### config.mk
export PLATFORM = sky130hd
export DESIGN_NAME = regfile_rename_mp_flat
export DESIGN_NICKNAME = d
export VERILOG_FILES = /design/src/rtl/regfile_rename_mp_if.sv /design/src/rtl/regfile_rename_mp.sv /design/src/flat_wrapper.sv
export SDC_FILE = /design/constraint.sdc
export NUM_CORES = 2
export LEC_CHECK = 0
export CAP_MARGIN = 20
export CORE_ASPECT_RATIO = 0.9
export CORE_UTILIZATION = 23
export DETAILED_ROUTE_END_ITERATION = 8
export PLACE_DENSITY = 0.36
export SLEW_MARGIN = 5
export SYNTH_ARGS = -nofsm -noshare
export SYNTH_HDL_FRONTEND = slang
export SYNTH_SLANG_ARGS = --single-unit
### constraint.sdc
create_clock -name clk -period 3 [get_ports clk]
set_input_delay 0.45 -clock clk [delete_from_list [all_inputs] [get_ports clk]]
set_output_delay 0.45 -clock clk [all_outputs]
set_load 0.005 [all_outputs]
### src/rtl/regfile_rename_mp_if.sv
// Rename register-file bus: commit, rename, flush and operand-read signals.
// Checkpoint strobes exist only when REGFILE_CKPT_EN is defined.
interface regfile_rename_mp_if #(
    parameter int unsigned DATA_W   = 32,
    parameter int unsigned REG_AW   = 5,
    parameter int unsigned TAG_W    = 4,
    parameter int unsigned RD_PORTS = 3,
    parameter int unsigned WR_PORTS = 2
);
    logic [WR_PORTS-1:0]        cm_en;
    logic [WR_PORTS*REG_AW-1:0] cm_reg;
    logic [WR_PORTS*DATA_W-1:0] cm_data;
    logic [WR_PORTS*TAG_W-1:0]  cm_tag;
    logic                       rn_en;
    logic [REG_AW-1:0]          rn_reg;
    logic [TAG_W-1:0]           rn_tag;
    logic                       flush;
    logic [RD_PORTS*REG_AW-1:0] rd_name;
    logic [RD_PORTS*DATA_W-1:0] rd_data;
    logic [RD_PORTS*TAG_W-1:0]  rd_tag;
    logic [RD_PORTS-1:0]        rd_busy;
`ifdef REGFILE_CKPT_EN
    logic                       ckpt_save;
    logic                       ckpt_restore;

    modport master (
        output cm_en, cm_reg, cm_data, cm_tag, rn_en, rn_reg, rn_tag, flush, rd_name,
               ckpt_save, ckpt_restore,
        input  rd_data, rd_tag, rd_busy
    );
    modport slave (
        input  cm_en, cm_reg, cm_data, cm_tag, rn_en, rn_reg, rn_tag, flush, rd_name,
               ckpt_save, ckpt_restore,
        output rd_data, rd_tag, rd_busy
    );
`else
    modport master (
        output cm_en, cm_reg, cm_data, cm_tag, rn_en, rn_reg, rn_tag, flush, rd_name,
        input  rd_data, rd_tag, rd_busy
    );
    modport slave (
        input  cm_en, cm_reg, cm_data, cm_tag, rn_en, rn_reg, rn_tag, flush, rd_name,
        output rd_data, rd_tag, rd_busy
    );
`endif
endinterface

### src/rtl/regfile_rename_mp.sv
// Architectural register file with busy/tag rename status, multi-port commit and
// commit-to-read bypass. Define REGFILE_CKPT_EN for a single busy/tag checkpoint.
module regfile_rename_mp #(
    parameter int unsigned DATA_W   = 32,
    parameter int unsigned REG_N    = 32,
    parameter int unsigned REG_AW   = 5,
    parameter int unsigned TAG_W    = 4,
    parameter int unsigned RD_PORTS = 3,
    parameter int unsigned WR_PORTS = 2
) (
    input logic                clk,
    input logic                rst,
    regfile_rename_mp_if.slave bus
);
    logic [DATA_W-1:0] data_q [REG_N];
    logic [DATA_W-1:0] data_n [REG_N];
    logic              busy_q [REG_N];
    logic              busy_n [REG_N];
    logic [TAG_W-1:0]  tag_q  [REG_N];
    logic [TAG_W-1:0]  tag_n  [REG_N];

    logic [REG_AW-1:0] cm_reg_a  [WR_PORTS];
    logic [DATA_W-1:0] cm_data_a [WR_PORTS];
    logic [TAG_W-1:0]  cm_tag_a  [WR_PORTS];

    // Unflatten commit buses
    always_comb begin
        for (int unsigned k = 0; k < WR_PORTS; k++) begin
            cm_reg_a[k]  = bus.cm_reg[k*REG_AW +: REG_AW];
            cm_data_a[k] = bus.cm_data[k*DATA_W +: DATA_W];
            cm_tag_a[k]  = bus.cm_tag[k*TAG_W +: TAG_W];
        end
    end

`ifdef REGFILE_CKPT_EN
    logic              sh_busy_q [REG_N];
    logic              sh_busy_n [REG_N];
    logic [TAG_W-1:0]  sh_tag_q  [REG_N];
    logic [TAG_W-1:0]  sh_tag_n  [REG_N];
`endif

    // Next state: commits, then rename, then flush/checkpoint overrides
    always_comb begin
        logic live_clr;
        logic sh_clr;
        data_n   = data_q;
        busy_n   = busy_q;
        tag_n    = tag_q;
        live_clr = 1'b0;
        sh_clr   = 1'b0;
`ifdef REGFILE_CKPT_EN
        sh_busy_n = sh_busy_q;
        sh_tag_n  = sh_tag_q;
`endif
        for (int unsigned r = 1; r < REG_N; r++) begin
            live_clr = 1'b0;
            sh_clr   = 1'b0;
            for (int unsigned k = 0; k < WR_PORTS; k++) begin
                if (bus.cm_en[k] && cm_reg_a[k] == REG_AW'(r)) begin
                    data_n[r] = cm_data_a[k];
                    if (cm_tag_a[k] == tag_q[r]) live_clr = 1'b1;
`ifdef REGFILE_CKPT_EN
                    if (cm_tag_a[k] == sh_tag_q[r]) sh_clr = 1'b1;
`endif
                end
            end
            if (live_clr) busy_n[r] = 1'b0;
            if (bus.rn_en && bus.rn_reg == REG_AW'(r)) begin
                busy_n[r] = 1'b1;
                tag_n[r]  = bus.rn_tag;
            end
`ifdef REGFILE_CKPT_EN
            if (sh_clr) sh_busy_n[r] = 1'b0;
            if (bus.ckpt_restore) begin
                busy_n[r] = sh_busy_q[r] & ~sh_clr;
                tag_n[r]  = sh_tag_q[r];
            end else if (bus.flush) begin
                busy_n[r] = 1'b0;
                tag_n[r]  = tag_q[r];
            end else if (bus.ckpt_save) begin
                sh_busy_n[r] = busy_n[r];
                sh_tag_n[r]  = tag_n[r];
            end
`else
            if (bus.flush) begin
                busy_n[r] = 1'b0;
                tag_n[r]  = tag_q[r];
            end
`endif
        end
    end

    always_ff @(posedge clk) begin
        if (rst) begin
            for (int unsigned r = 0; r < REG_N; r++) begin
                data_q[r] <= '0;
                busy_q[r] <= 1'b0;
                tag_q[r]  <= '0;
            end
        end else begin
            data_q <= data_n;
            busy_q <= busy_n;
            tag_q  <= tag_n;
        end
    end

`ifdef REGFILE_CKPT_EN
    always_ff @(posedge clk) begin
        if (rst) begin
            for (int unsigned r = 0; r < REG_N; r++) begin
                sh_busy_q[r] <= 1'b0;
                sh_tag_q[r]  <= '0;
            end
        end else begin
            sh_busy_q <= sh_busy_n;
            sh_tag_q  <= sh_tag_n;
        end
    end
`endif

    logic [RD_PORTS*DATA_W-1:0] rd_data_v;
    logic [RD_PORTS*TAG_W-1:0]  rd_tag_v;
    logic [RD_PORTS-1:0]        rd_busy_v;

    // Operand read with same-cycle commit bypass; renames and flush are not forwarded
    always_comb begin
        logic [REG_AW-1:0] idx;
        logic [DATA_W-1:0] d;
        logic              b;
        rd_data_v = '0;
        rd_tag_v  = '0;
        rd_busy_v = '0;
        idx       = '0;
        d         = '0;
        b         = 1'b0;
        for (int unsigned p = 0; p < RD_PORTS; p++) begin
            idx = bus.rd_name[p*REG_AW +: REG_AW];
            d   = data_q[idx];
            b   = busy_q[idx];
            for (int unsigned k = 0; k < WR_PORTS; k++) begin
                if (bus.cm_en[k] && cm_reg_a[k] == idx) begin
                    d = cm_data_a[k];
                    if (cm_tag_a[k] == tag_q[idx]) b = 1'b0;
                end
            end
            if (!rst && idx != '0) begin
                rd_data_v[p*DATA_W +: DATA_W] = d;
                rd_tag_v[p*TAG_W +: TAG_W]    = tag_q[idx];
                rd_busy_v[p]                  = b;
            end
        end
    end

    assign bus.rd_data = rd_data_v;
    assign bus.rd_tag  = rd_tag_v;
    assign bus.rd_busy = rd_busy_v;

endmodule

### src/flat_wrapper.sv
// flat-port wrapper written by rule: the top's interface ports become plain ports
module regfile_rename_mp_flat 
#(
    parameter int unsigned DATA_W   = 32,
    parameter int unsigned REG_N    = 32,
    parameter int unsigned REG_AW   = 5,
    parameter int unsigned TAG_W    = 4,
    parameter int unsigned RD_PORTS = 3,
    parameter int unsigned WR_PORTS = 2
)
  (clk, rst, bus_cm_en, bus_cm_reg, bus_cm_data, bus_cm_tag, bus_rn_en, bus_rn_reg, bus_rn_tag, bus_flush, bus_rd_name, bus_rd_data, bus_rd_tag, bus_rd_busy);
  regfile_rename_mp_if #(.DATA_W(DATA_W), .REG_AW(REG_AW), .TAG_W(TAG_W), .RD_PORTS(RD_PORTS), .WR_PORTS(WR_PORTS)) bus_i ();
  input logic clk;
  input logic rst;
  input wire logic [$bits(bus_i.cm_en)-1:0] bus_cm_en;
  input wire logic [$bits(bus_i.cm_reg)-1:0] bus_cm_reg;
  input wire logic [$bits(bus_i.cm_data)-1:0] bus_cm_data;
  input wire logic [$bits(bus_i.cm_tag)-1:0] bus_cm_tag;
  input wire logic [$bits(bus_i.rn_en)-1:0] bus_rn_en;
  input wire logic [$bits(bus_i.rn_reg)-1:0] bus_rn_reg;
  input wire logic [$bits(bus_i.rn_tag)-1:0] bus_rn_tag;
  input wire logic [$bits(bus_i.flush)-1:0] bus_flush;
  input wire logic [$bits(bus_i.rd_name)-1:0] bus_rd_name;
  output wire logic [$bits(bus_i.rd_data)-1:0] bus_rd_data;
  output wire logic [$bits(bus_i.rd_tag)-1:0] bus_rd_tag;
  output wire logic [$bits(bus_i.rd_busy)-1:0] bus_rd_busy;
  assign bus_i.cm_en = bus_cm_en;
  assign bus_i.cm_reg = bus_cm_reg;
  assign bus_i.cm_data = bus_cm_data;
  assign bus_i.cm_tag = bus_cm_tag;
  assign bus_i.rn_en = bus_rn_en;
  assign bus_i.rn_reg = bus_rn_reg;
  assign bus_i.rn_tag = bus_rn_tag;
  assign bus_i.flush = bus_flush;
  assign bus_i.rd_name = bus_rd_name;
  assign bus_rd_data = bus_i.rd_data;
  assign bus_rd_tag = bus_i.rd_tag;
  assign bus_rd_busy = bus_i.rd_busy;
  regfile_rename_mp #(.DATA_W(DATA_W), .REG_N(REG_N), .REG_AW(REG_AW), .TAG_W(TAG_W), .RD_PORTS(RD_PORTS), .WR_PORTS(WR_PORTS)) u_core (.clk(clk), .rst(rst), .bus(bus_i));
endmodule
**Word level (Yosys, flattened, before mapping)**

Cells that the tools add are included.

- Logic and storage cells: 769
- Output and inout bits: 111
- Register bits: 1,147

- Muxes and demuxes: 302
- Equality and inequality tests: 167
- Bitwise operators: 4
- Reductions and logical operators: 200
- Order comparisons: 3

Operator list:

| cell | count |
|---|---|
| $mux W32 | 77 |
| $bmux W32 S5 | 3 |
| $eq A4 B4 Y1 | 68 |
| $eq A5 B5 Y1 const B | 48 |
| $mux W1 | 207 |
| $reduce_bool A2 Y1 | 62 |
| $eq A5 B4 Y1 const B | 24 |
| $logic_and A1 B1 Y1 | 102 |
| $reduce_and A2 Y1 | 31 |
| $bmux W4 S5 | 3 |
| $eq A5 B3 Y1 const B | 12 |
| $mux W4 | 9 |
| $eq A5 B2 Y1 const B | 6 |
| $eq A5 B5 Y1 | 6 |
| $ge A6 B6 Y1 const B | 3 |
| $not A5 Y6 | 3 |
| $bmux W1 S5 | 3 |
| $eq A5 B1 Y1 const B | 3 |
| $reduce_bool A5 Y1 | 3 |
| $reduce_or A2 Y1 | 1 |
| $logic_not A1 Y1 | 1 |
| $not A1 Y1 | 1 |

**Longest topological paths before layout**

- Word-level depth: 10
- Depth in mapped cells: 15
- Depth with buffers taken out: 8

**Worst setup path after synthesis**

Ideal clock, no wire load.

- Path kind: input port to output port
- Start point: input bus_rd_name[0]
- End point: output bus_rd_busy[0]
- Cell stages on the path: 10
- Arrival: 2,711 ps
- Slack: -161 ps
- Cells stage by stage: buf_2 > buf_6 > mux4_2 > a32o_1 > a41oi_1 > o31ai_2 > xnor2_1 > and4_1 > a221o_1 > a211oi_1

- Word-level cells in the longest chain between the ends: 10

Ends and longest elaborated chain:

| element | line | source |
|---|---|---|
| start, declared | flat_wrapper.sv:23 | `input wire logic [$bits(bus_i.rd_name)-1:0] bus_rd_name;` |
| $not A5 Y6 (implied by the code) | regfile_rename_mp.sv:139, regfile_rename_mp.sv:143 |  |
| $bmux W4 S5 | regfile_rename_mp.sv:143 | `if (cm_tag_a[k] == tag_q[idx]) b = 1'b0;` |
| $mux W4 (implied by the code) (2 in a row) | regfile_rename_mp.sv:143 |  |
| $eq A4 B4 Y1 | regfile_rename_mp.sv:143 |  |
| $mux W1 | regfile_rename_mp.sv:143 |  |
| $mux W1 | regfile_rename_mp.sv:141 | `if (bus.cm_en[k] && cm_reg_a[k] == idx) begin` |
| $mux W1 | regfile_rename_mp.sv:143 |  |
| $mux W1 | regfile_rename_mp.sv:141 |  |
| $mux W1 (*) | regfile_rename_mp.sv:146 | `if (!rst && idx != '0) begin` |
| end, declared | flat_wrapper.sv:26 | `output wire logic [$bits(bus_i.rd_busy)-1:0] bus_rd_busy;` |

Every way passes the cells marked *; elsewhere a longest branch is shown, timed or not. The select of a mux whose other input is x is not followed.

**Worst setup path after layout**

- Start point: register u_core.tag_q[122] (netlist name)
- End point: output bus_rd_busy[1]

- Word-level cells in the longest chain between the ends: 9

Ends and longest elaborated chain:

| element | line | source |
|---|---|---|
| start, declared | regfile_rename_mp.sv:19 | `logic [TAG_W-1:0] tag_q [REG_N];` |
| start signal, assigned | regfile_rename_mp.sv:103 | `tag_q <= tag_n;` |
| $bmux W4 S5 (*) | regfile_rename_mp.sv:143 |  |
| $mux W4 (implied by the code) (*) (2 in a row) | regfile_rename_mp.sv:143 |  |
| $eq A4 B4 Y1 | regfile_rename_mp.sv:143 |  |
| $mux W1 | regfile_rename_mp.sv:143 |  |
| $mux W1 | regfile_rename_mp.sv:141 |  |
| $mux W1 | regfile_rename_mp.sv:143 |  |
| $mux W1 (*) | regfile_rename_mp.sv:141 |  |
| $mux W1 (*) | regfile_rename_mp.sv:146 |  |

Marked as above.

==> flow_metrics.py <==
metrics = {
    "status": {
        "status": "finished with violations",
        "violations": "setup timing",
    },
    "floorplanning": {
        "start_util_pct": 23.1,
        "io-pin-count": 223,
        "die_area_sq_um": 365000,
        "rows": 209,
        "fp.dieW_microns": 637,
        "core_area_sq_um": 360000,
        "dieHeight_microns": 573,
    },
    "clock_tree": {
        "cts.sinks": 1147,
        "clockBufferDepth": 4,
        "cts_tree": "built",
        "htreeDepth": 4,
        "clk_latency_ps": 860,
        "cts.clk_slew.worst_paths_ps": 60,
        "clockRootBuffer": "clkbuf_16",
        "cts_buffers": 161,
    },
    "logic_synthesis": {
        "syn_area_per_cell_sq_um": 9.17,
        "syn_nets": 9201,
        "syn_inst": 9089,
        "netlist_area_sq_um": 83400,
        "synth-edff-count": 0,
        "seq_area_frac_synth_pct": 27.5,
        "synth_top_cell_area_share_pct": 27.5,
        "synth_top_area_cell": "dfxtp_1",
        "ys_ff_latch": 1147,
        "synthDistinctLibCells": 61,
        "synth-async-reset-ratio_pct": 0,
        "synth-main-ff-cell": "dfxtp_1",
        "ys_top_cells_by_area": "dfxtp_1 (28%), mux2i_1 (21%), mux4_2 (13%)",
        "ys_warn_count": 0,
    },
    "layout": {
        "fin_nets": 10011,
        "instances_no_fill": 14776,
        "finalInstanceArea_sq_um": 118000,
        "layout_common_cells": "mux2i_1 (1677), nor2_1 (1204), buf_4 (1021)",
        "fillers": 36430,
        "final_common_cell": "mux2i_1",
        "layout-drive-gt1-share_pct": 38.0,
        "fin_util_pct": 32.7,
        "area_delta_synth_final_pct": 41.2,
    },
    "worst_setup_path": {
        "crit_path_cell_trace": "mux2_2, a221oi_4, a2111oi_2, buf_4, nor4_4, buf_4, xnor2_1, or4b_1, o221ai_2, a21boi_1, buf_2",
        "crit_type": "register to output pin",
        "path_max_fanout": 3,
        "slowest_delay_ps": 540,
        "path_delay_family": "simple AND/OR/NAND/NOR gates",
        "cp_num_buf_inv": 3,
        "critPathCaptureType": "output pin",
        "arrival_ps": 3480,
        "crit_path_frequent_cell": "buf_4",
        "cp_slowest_cell": "or4b_1",
        "required_ps": 2550,
        "reg2reg_depth": 8,
        "critPathLaunchType": "register",
        "cp.depth": 11,
    },
    "timing": {
        "fmax_mhz": 254,
        "fin_crit_ps": 3930,
        "fin_ws_ps": -933,
        "slew_headroom_pct": 10.3,
        "clock_skew_ps": 34.8,
        "finalSetupViolations": 111,
        "maxSlewViolCount": 0,
        "grt_setup_unrepaired": "yes",
        "fin_setup_tns_ps": -37510,
        "fin_crit_sh_pct": 131,
        "hold_viol_final": 0,
        "tightest_slew_ps": 1340,
        "whs_ps": 129,
    },
    "power_and_ir_drop": {
        "finalPower_mw": 45.5,
        "power.leakage_nw": 45.1,
        "powerDensity_nw_per_um2": 387,
        "ir_drop_v": 0.000389,
    },
    "detailed_routing": {
        "first_pass_iters": 5,
        "drt_iter0_markers": 8507,
        "ant_nets": 0,
        "vias": 84495,
        "routed_wl_microns": 511000,
        "drt-vias-per-instance": 5.72,
        "drc": 0,
        "avgRoutedWirePerCell_microns": 34.6,
    },
    "global_route": {
        "overflow": 0,
        "grt_pass1_wl_microns": 696000,
        "antenna_found_initial": 13,
        "grt_max_degree": 179,
        "grt_usage_pct": 26.7,
        "grt_pass1_vias": 81826,
    },
    "placed_design": {
        "dp.cells": 14237,
        "globalplace.congestion": 0.932,
        "hpwl_microns": 341000,
        "dpl_worst_slack_ps": -1460,
        "io_buffers": 222,
        "placed_area_sq_um": 101000,
    },
    "worst_hold_path": {
        "min_path_type": "input port to register",
        "hold_depth": 3,
    },
    "flow_run": {
        "cap_violations": 0,
    },
}
==> area by class of cell <==
type	count	area, sq um	area share, %
clock buffer	226	4650	3.95
antenna	7	17.5	0.0149
inverter	14	56.3	0.0478
timing repair buffer	1847	20600	17.5
sequential	1147	23300	19.8
tap	4747	5940	5.05
clock inverter	60	706	0.599
multi-input combinational	6728	62400	53.0
==> layer usage <==
metal | wire, microns | part of all wire (%) | up-vias | global-route usage, %
met5 | 136 | 0.027 | - | 0
met3 | 33000 | 6.5 | 1017 | 4.50
met2 | 227000 | 44 | 3695 | 42.1
met4 | 33700 | 6.6 | 8 | 14.2
li1 | - | - | 36324 | -
met1 | 217000 | 43 | 43451 | 34.8
==> cells in the mapped netlist (all sizes together) (5+ instances only) <==
library cell and n:
a2111oi 5, a211oi 1028, a21o 33, a21oi 416
a221o 67, a221oi 6, a22o 65, a22oi 17
a31oi 5, and2 6, and3 8, buf 327
clkbuf 873, dfxtp 1147, inv 10, mux2 77
mux2i 1724, mux4 479, nand2 229, nand2b 22
nand3 58, nand4 51, nor2 1285, nor2b 32
nor3 121, nor3b 6, nor4 25, o211ai 19
o21ai 111, o221ai 295, o22a 12, o22ai 198
or2 5, xnor2 191, xor2 105
==> worst min-delay path: cells and delay by family <==
kind | cells | cell delay [ps]
buffers and inverters | 2 | 360
AND/OR/NAND/NOR | 1 | 110
==> worst paths after layout <==
check                    start                 to  slack [ps]
max          u_core.tag_q[122]     bus_rd_busy[1]        -930
min                        rst  u_core.tag_q[109]         130
max reg2reg    u_core.tag_q[2]   u_core.busy_q[0]         760
min reg2reg   u_core.tag_q[12]   u_core.tag_q[12]         520
==> cells by family after synthesis <==
| kind of cell | synth area share [%] |
|---|---|
| compound gates | 19.6 |
| mux | 34.7 |
| simple gates | 9.20 |
| buf+inv | 5.83 |
| flops | 27.5 |
| xor+xnor | 3.11 |
==> repair_timing <==
action | in CTS | in global routing
hold buffers | 1 | 0
gates resized for setup | 1890 | 612
cloned | 26 | 6
setup endpoints to repair | 111 | 111
setup buffers | 226 | 118
hold endpoints to repair | 5 | 0
pin swaps | 516 | 374
==> power breakdown <==
group          internal, mW  switching [mW]  total (mW)  leakage (nW)
clock network          12.0            8.37        20.4          2.64
registers              15.5           0.309        15.8          9.40
logic                  3.74            5.63        9.37          33.1
==> state kept, by name, summed over array words and instances, names as in the netlist <==
signal	cells
u_core.busy_q	31
u_core.data_q	992
u_core.tag_q	124
Note: power is estimated with default switching activity, not from simulation.
